$ cat config.mk
export PLATFORM = sky130hd
export DESIGN_NAME = bram_scanner
export DESIGN_NICKNAME = d
export VERILOG_FILES = /design/src/rtl/bram_scanner.sv
export SDC_FILE = /design/constraint.sdc
export NUM_CORES = 1
export LEC_CHECK = 0
export BUFFER_PORTS_ARGS = -buffer_cell sky130_fd_sc_hd__buf_2
export CAP_MARGIN = 20
export CORE_MARGIN = 3
export CORE_UTILIZATION = 35
export CTS_CLUSTER_DIAMETER = 30
export CTS_CLUSTER_SIZE = 10
export DETAILED_ROUTE_END_ITERATION = 16
export SLEW_MARGIN = 20
export SYNTH_ARGS = -nofsm -noshare
export SYNTH_HDL_FRONTEND = slang
export SYNTH_SLANG_ARGS = --single-unit
export TNS_END_PERCENT = 20
$ cat constraint.sdc
create_clock -name clk -period 3.15 [get_ports clk]
set_input_delay 0.63 -clock clk [delete_from_list [all_inputs] [get_ports clk]]
set_output_delay 0.63 -clock clk [all_outputs]
set_load 0.005 [all_outputs]
$ cat src/rtl/bram_scanner.sv
`default_nettype none
// ============================================================================
// Module : bram_scanner
// Walks a block RAM read port over 0..FRAME_LEN-1 and emits the words as a
// valid/ready pixel stream through a 2-entry buffer.
// Rev    : 1.0
// ============================================================================
module bram_scanner #(
    parameter int WIDTH     = 8,
    parameter int DEPTH     = 8,
    parameter int FRAME_LEN = (1 << DEPTH)
) (
    input  logic             clk,
    input  logic             rst,
    input  logic             start,
    input  logic             loop,
    output logic             busy,
    output logic             done,
    output logic             re,
    output logic [DEPTH-1:0] addr_rd,
    input  logic [WIDTH-1:0] data_rd,
    output logic             pix_valid,
    input  logic             pix_ready,
    output logic [WIDTH-1:0] pix_data,
    output logic [DEPTH-1:0] pix_addr,
    output logic             pix_last
);

    localparam logic [DEPTH-1:0] c_last_addr = DEPTH'(FRAME_LEN - 1);

    typedef enum logic [1:0] {
        S_IDLE  = 2'd0,
        S_ISSUE = 2'd1,
        S_DRAIN = 2'd2
    } state_t;

    state_t           state_q, state_d;
    logic [DEPTH-1:0] addr_q, addr_d;
    logic             done_q, done_d;
    logic             inflight_q;
    logic [DEPTH-1:0] fl_addr_q;
    logic             fl_last_q;
    logic [1:0]       count_q, count_d;
    logic             rd_ptr_q, wr_ptr_q;
    logic [WIDTH-1:0] mem_data_q [2];
    logic [DEPTH-1:0] mem_addr_q [2];
    logic             mem_last_q [2];
    logic             pop;
    logic             at_last;

    assign pix_valid = (count_q != 2'd0);
    assign pop       = pix_valid & pix_ready;
    assign at_last   = (addr_q == c_last_addr);
    // Occupancy after this edge: the in-flight word lands, the head may leave.
    assign count_d   = count_q + {1'b0, inflight_q} - {1'b0, pop};

    always_comb begin
        state_d = state_q;
        addr_d  = addr_q;
        done_d  = 1'b0;
        re      = 1'b0;
        case (state_q)
            S_IDLE: begin
                if (start) begin
                    state_d = S_ISSUE;
                end
            end
            S_ISSUE: begin
                if (count_d < 2'd2) begin
                    re     = 1'b1;
                    addr_d = at_last ? '0 : addr_q + DEPTH'(1);
                    if (at_last && !loop) begin
                        state_d = S_DRAIN;
                    end
                end
            end
            S_DRAIN: begin
                // No more reads are issued here, so the final pending word is the frame's last.
                if (pop && (count_q == 2'd1) && !inflight_q) begin
                    state_d = S_IDLE;
                    done_d  = 1'b1;
                end
            end
            default: state_d = S_IDLE;
        endcase
    end

    always_ff @(posedge clk or posedge rst) begin
        if (rst) begin
            state_q    <= S_IDLE;
            addr_q     <= '0;
            done_q     <= 1'b0;
            inflight_q <= 1'b0;
            fl_addr_q  <= '0;
            fl_last_q  <= 1'b0;
            count_q    <= 2'd0;
            rd_ptr_q   <= 1'b0;
            wr_ptr_q   <= 1'b0;
        end else begin
            state_q    <= state_d;
            addr_q     <= addr_d;
            done_q     <= done_d;
            inflight_q <= re;
            if (re) begin
                fl_addr_q <= addr_q;
                fl_last_q <= at_last;
            end
            count_q <= count_d;
            if (inflight_q) begin
                wr_ptr_q <= ~wr_ptr_q;
            end
            if (pop) begin
                rd_ptr_q <= ~rd_ptr_q;
            end
        end
    end

    always_ff @(posedge clk) begin
        if (inflight_q) begin
            mem_data_q[wr_ptr_q] <= data_rd;
            mem_addr_q[wr_ptr_q] <= fl_addr_q;
            mem_last_q[wr_ptr_q] <= fl_last_q;
        end
    end

    assign busy     = (state_q != S_IDLE);
    assign done     = done_q;
    assign addr_rd  = addr_q;
    assign pix_data = pix_valid ? mem_data_q[rd_ptr_q] : '0;
    assign pix_addr = pix_valid ? mem_addr_q[rd_ptr_q] : '0;
    assign pix_last = pix_valid & mem_last_q[rd_ptr_q];

endmodule
`default_nettype wire

---- After elaboration in Yosys (flattened, before gate mapping) ----
Memories as Yosys holds them, arrays and structs flattened.
Index checks and enable logic that the tools add are counted.
Widths: inputs -> output; s select.
cells by class
  $add $sub $neg .......................... 3
  mux-type cells .......................... 14
  equality and inequality tests ........... 8
  $lt $le $gt $ge ......................... 1
  reductions and logical operators ........ 10
  div/mod/pow operators ................... 0
  shift operators ......................... 0
  multiply operators ...................... 0
  bitwise gates (word level) .............. 4
operator list
  kind                 number
  $mux 8               3
  $add 8x1->8 const B  1
  $eq 8x8->1 const B   1
  $mux 2               4
  $ne 2x2->1 const B   4
  $mux 1               6
  $pmux 2 s3           1
  $eq 2x1->1 const B   2
  $reduce_and 4->1     1
  $reduce_bool 2->1    2
  $logic_and 1x1->1    3
  $add 2x1->2          1
  $and 1x1->1          2
  $eq 2x2->1 const B   1
  $logic_not 1->1      2
  $logic_not 2->1      1
  $lt 2x2->1 const B   1
  $not 1->1            2
  $reduce_and 2->1     1
  $sub 2x1->2          1
storage, ports and cells
  register bits ........................... 25
  output and inout bits ................... 29
  memories kept ........................... 3
  bits in latches ......................... 0
  ROM bits ................................ 0
  input port bits ......................... 13
  bits in writable memories ............... 34
memories
  memory      depth  bits a word  read ports  clocked after memory_dff  write ports  RTL line  RTL
  mem_addr_q  2      8            1           0                         1            46        logic [DEPTH-1:0] mem_addr_q [2];
  mem_data_q  2      8            1           0                         1            45        logic [WIDTH-1:0] mem_data_q [2];
  mem_last_q  2      1            1           0                         1            47        logic mem_last_q [2];

---- Logic depth before layout (Yosys ltp) ----
  word-level depth ........................ 6
  mapped depth ............................ 9
  depth with buffers taken out ............ 8

---- Worst setup path before layout ----
No wires, ideal clock.
  kind .................................... input to output
  start point ............................. in pix_ready
  end point ............................... out re
  stages on the path ...................... 7
  data arrival time ....................... 2069 ps
  setup slack ............................. 451 ps
  buffers on the path ..................... 1
  path through ............................ or2b_1 -> o21ai_0 -> ha_1 -> inv_1 -> or4b_4 -> nand2_4 -> buf_6
between the ends
  cells in the longest elaborated chain, start to end .. 5
RTL lines
  item             RTL line  RTL
  start, declared  23        input logic pix_ready,
  $and 1x1->1      52        assign pop = pix_valid & pix_ready;
  $sub 2x1->2      55        assign count_d = count_q + {1'b0, inflight_q} - {1'b0, pop};
  $lt 2x2->1       69        if (count_d < 2'd2) begin
  $mux 1           69
  $mux 1           62        case (state_q)
  end, declared    19        output logic re,
No other way between the ends.

---- Worst setup path in the final report ----
Ends and elaborated chain as after synthesis.

==> results_dict.tcl <==
set metrics [dict create \
    status "completed" \
    ys_warn_count 0 \
    wl_per_cell_um 13.8 \
    rows 29 \
    total_power_mw 3.02 \
    start_util 0.369 \
    power.internal_mw 2.03 \
    portBuffers 41 \
    switching_share 0.329 \
    rrSetupSlack_ps 670 \
    antenna_found_initial 0 \
    fp.dieH_um 88.8 \
    pin_count 42 \
    yosys.area.top_type_share 0.426 \
    worstSkewPairLatency_ps 320 \
    synth_area_leaders "edfxtp_1 (43%), dfrtp_1 (26%), mux2i_1 (7.1%)" \
    netlist.top_cell.by_area "edfxtp_1" \
    crit_type "in2out" \
    grt_use_met1 0.150 \
    period_needed_ps 2850 \
    synthArstFlopShare 0.424 \
    dpl-instance-area_um2 2710 \
    timing.fmax_mhz 351 \
    critPathMaxStageDelay_ps 550 \
    regArea_um2 1650 \
    drtIter0Drc 62 \
    tightestPinTransition_ps 947 \
    powerDensity_nw_per_um2 1050 \
    drt.antenna.violating_nets 0 \
    synth_edf_count 34 \
    die_w_um 88.8 \
    r2r_cells 8 \
    htreeDepth 3 \
    hold_violations 0 \
    relSlewSlack 0.368 \
    synth_fp_nets 183 \
    arrival_ps 2220 \
    clock_skew_ps 6.13 \
    hold_path.class "reg2reg" \
    use_met2 0.184 \
    synth_common_cells "edfxtp_1 (34), dfrtp_1 (25), nor2_1 (22), mux2i_1 (17)" \
    peakVddDrop_v 0.000368 \
    path_clk_slew_ps 60 \
    setup_violations 0 \
    syn-cell-area_um2 2400 \
    netlist_instances 168 \
    power_leakage_nw 1.29 \
    postCtsHoldBufs 0 \
    yosysMostFrequentCell "edfxtp_1" \
    grt_max_degree 26 \
    syn_to_final_growth_pct 20.5 \
    layout_worst_path_cycle_share 0.904 \
    die_area_um2 7880 \
    clkPwrFrac 0.209 \
    grt.met3_usage 0.0624 \
    holdPathEnd "mem_addr_q[1][0]" \
    cts_num_sinks 59 \
    crit_required_ps 2520 \
    top_usage_layer "met2" \
    hp-start "fl_addr_q[0]" \
    p_switching_mw 0.994 \
    diodes 0 \
    regToRegStartpoint "count_q[0]" \
    setup-tns-final_ps 0 \
    hold-worst-slack_ps 476 \
    cts.repair.resized 0 \
    post_cts_buffers 0 \
    power_frac_seq 0.450 \
    setup.worst_path.start_class "input pin" \
    gp_congestion 0.706 \
    clock_tree.root_cell "clkbuf_8" \
    cts_max_path_buffers 2 \
    p_comb_frac 0.341 \
    synth_flop_cell "edfxtp_1" \
    via_per_inst 4.81 \
    final_util 0.445 \
    reg2reg_to "fl_addr_q[4]" \
    fin_area_um2 2890 \
    vias 1453 \
    place_hpwl_mm 2.79 \
    holdPathStages 0 \
    yosysSeqAreaShare 0.687 \
    rsz0062_at_grt "false" \
    max_cap_viol_count 0 \
    drive_gt1_frac 0.320 \
    numCtsBuffers 9 \
    nets 235 \
    drc_errors 0 \
    grt_pass1_wl_mm 7.04 \
    grt_pass1_vias 1460 \
    core-area_um2 6490 \
    ys_seq_elements 59 \
    slew_viol_final 0 \
    cp_common_cell "buf_2" \
    track_usage 0.121 \
    crit_path_end_kind "output port" \
    crit_chain "buf_2, or2b_1, o21ai_0, ha_1, inv_1, or4b_4, nand2_4, buf_2" \
    multiInputGateArea_um2 712 \
    routed_wl_mm 4.15 \
    syn_avg_cell_area_um2 14.3 \
    cts_tree "yes" \
    ys_types 36 \
    grt_overflow_total 0 \
    path_max_fanout 5 \
    firstDrtPassIters 4 \
    crit_path_top_delay_cell "or4b_4" \
    fill_cells 610 \
]
## through the flow
stage	setup slack [ps]	cells
floorplan	451	168
global placement	356	286
detailed placement	288	286
CTS	264	302
global route	160	302
finish	301	302
## routing by layer
layer	wire, um	part of all wire	vias up
met5	0	0	-
met4	0	0	0
met3	228	0.055	0
met2	1980	0.48	37
met1	1940	0.47	695
li1	-	-	721
## critical path, delay by kind of cell
kind,cells,cell delay (ps)
compound gates,1,190
fa+ha+maj,1,200
buf+inv,3,280
simple gates,3,930
## logic make-up after synthesis
| kind of cell | after synthesis | synth area share |
|---|---|---|
| muxes | 26 | 0.113 |
| buffers and inverters | 8 | 0.0162 |
| AOI/OAI and AO/OA | 10 | 0.0292 |
| and+or+nand+nor | 58 | 0.126 |
| xor gates and xnor gates | 5 | 0.0183 |
| DFF | 59 | 0.687 |
| adders and majority gates | 2 | 0.0104 |
## power by group through the flow
stage	logic [mW]	clock network [mW]	registers [mW]
6_report	1.03	0.631	1.36
5_1_grt	1.17	0.694	1.41
4_1_cts	1.06	0.657	1.36
3_5_place_dp	1.06	0	1.38
3_3_place_gp	1.04	0	1.36
2_1_floorplan	0.695	0	1.33
## registers in the layout (all words and copies together) (netlist names)
| signal | cells |
|---|---|
| state_q | 2 |
| fl_last_q | 1 |
| mem_addr_q | 16 |
| wr_ptr_q | 1 |
| mem_last_q | 2 |
| count_q | 2 |
| done | 1 |
| addr_rd | 8 |
| rd_ptr_q | 1 |
| mem_data_q | 16 |
| fl_addr_q | 8 |
| inflight_q | 1 |
## layout by cell type, fill, tap and decap left out, drive strengths merged, types with 2 or more instances in the layout
master and count:
clkbuf 10, nor3 2, ha 2, o21ai 2, edfxtp 34, xnor2 2, and4 2, nor2 22
and2 2, nand3 5, xor2 3, nand2b 3, dfrtp 25, clkinv 4, inv 4, nand2 10
mux2i 17, mux2 9, o31ai 2, a31oi 2, nand3b 3, buf 45, and3 2
## layout make-up
| cell class | instances | area share |
|---|---|---|
| well taps | 77 | 0.0333 |
| clock inverters | 6 | 0.0195 |
| inverters | 4 | 0.00520 |
| repair buffers | 45 | 0.0814 |
| multi-input cells | 101 | 0.246 |
| flip-flops and latches | 59 | 0.570 |
| clock buffers | 10 | 0.0442 |
## how the worst max path moves through the flow
stage	from	end	slack, ps	cells after the start
4_1_cts	count_q[0]	re	260	7
5_1_grt	count_q[0]	re	160	7
6_report	pix_ready	re	300	8
3_5_place_dp	pix_ready	re	290	8
2_1_floorplan	pix_ready	re	450	7
3_3_place_gp	pix_ready	re	360	8
Note: power is estimated with default switching activity, not from simulation.
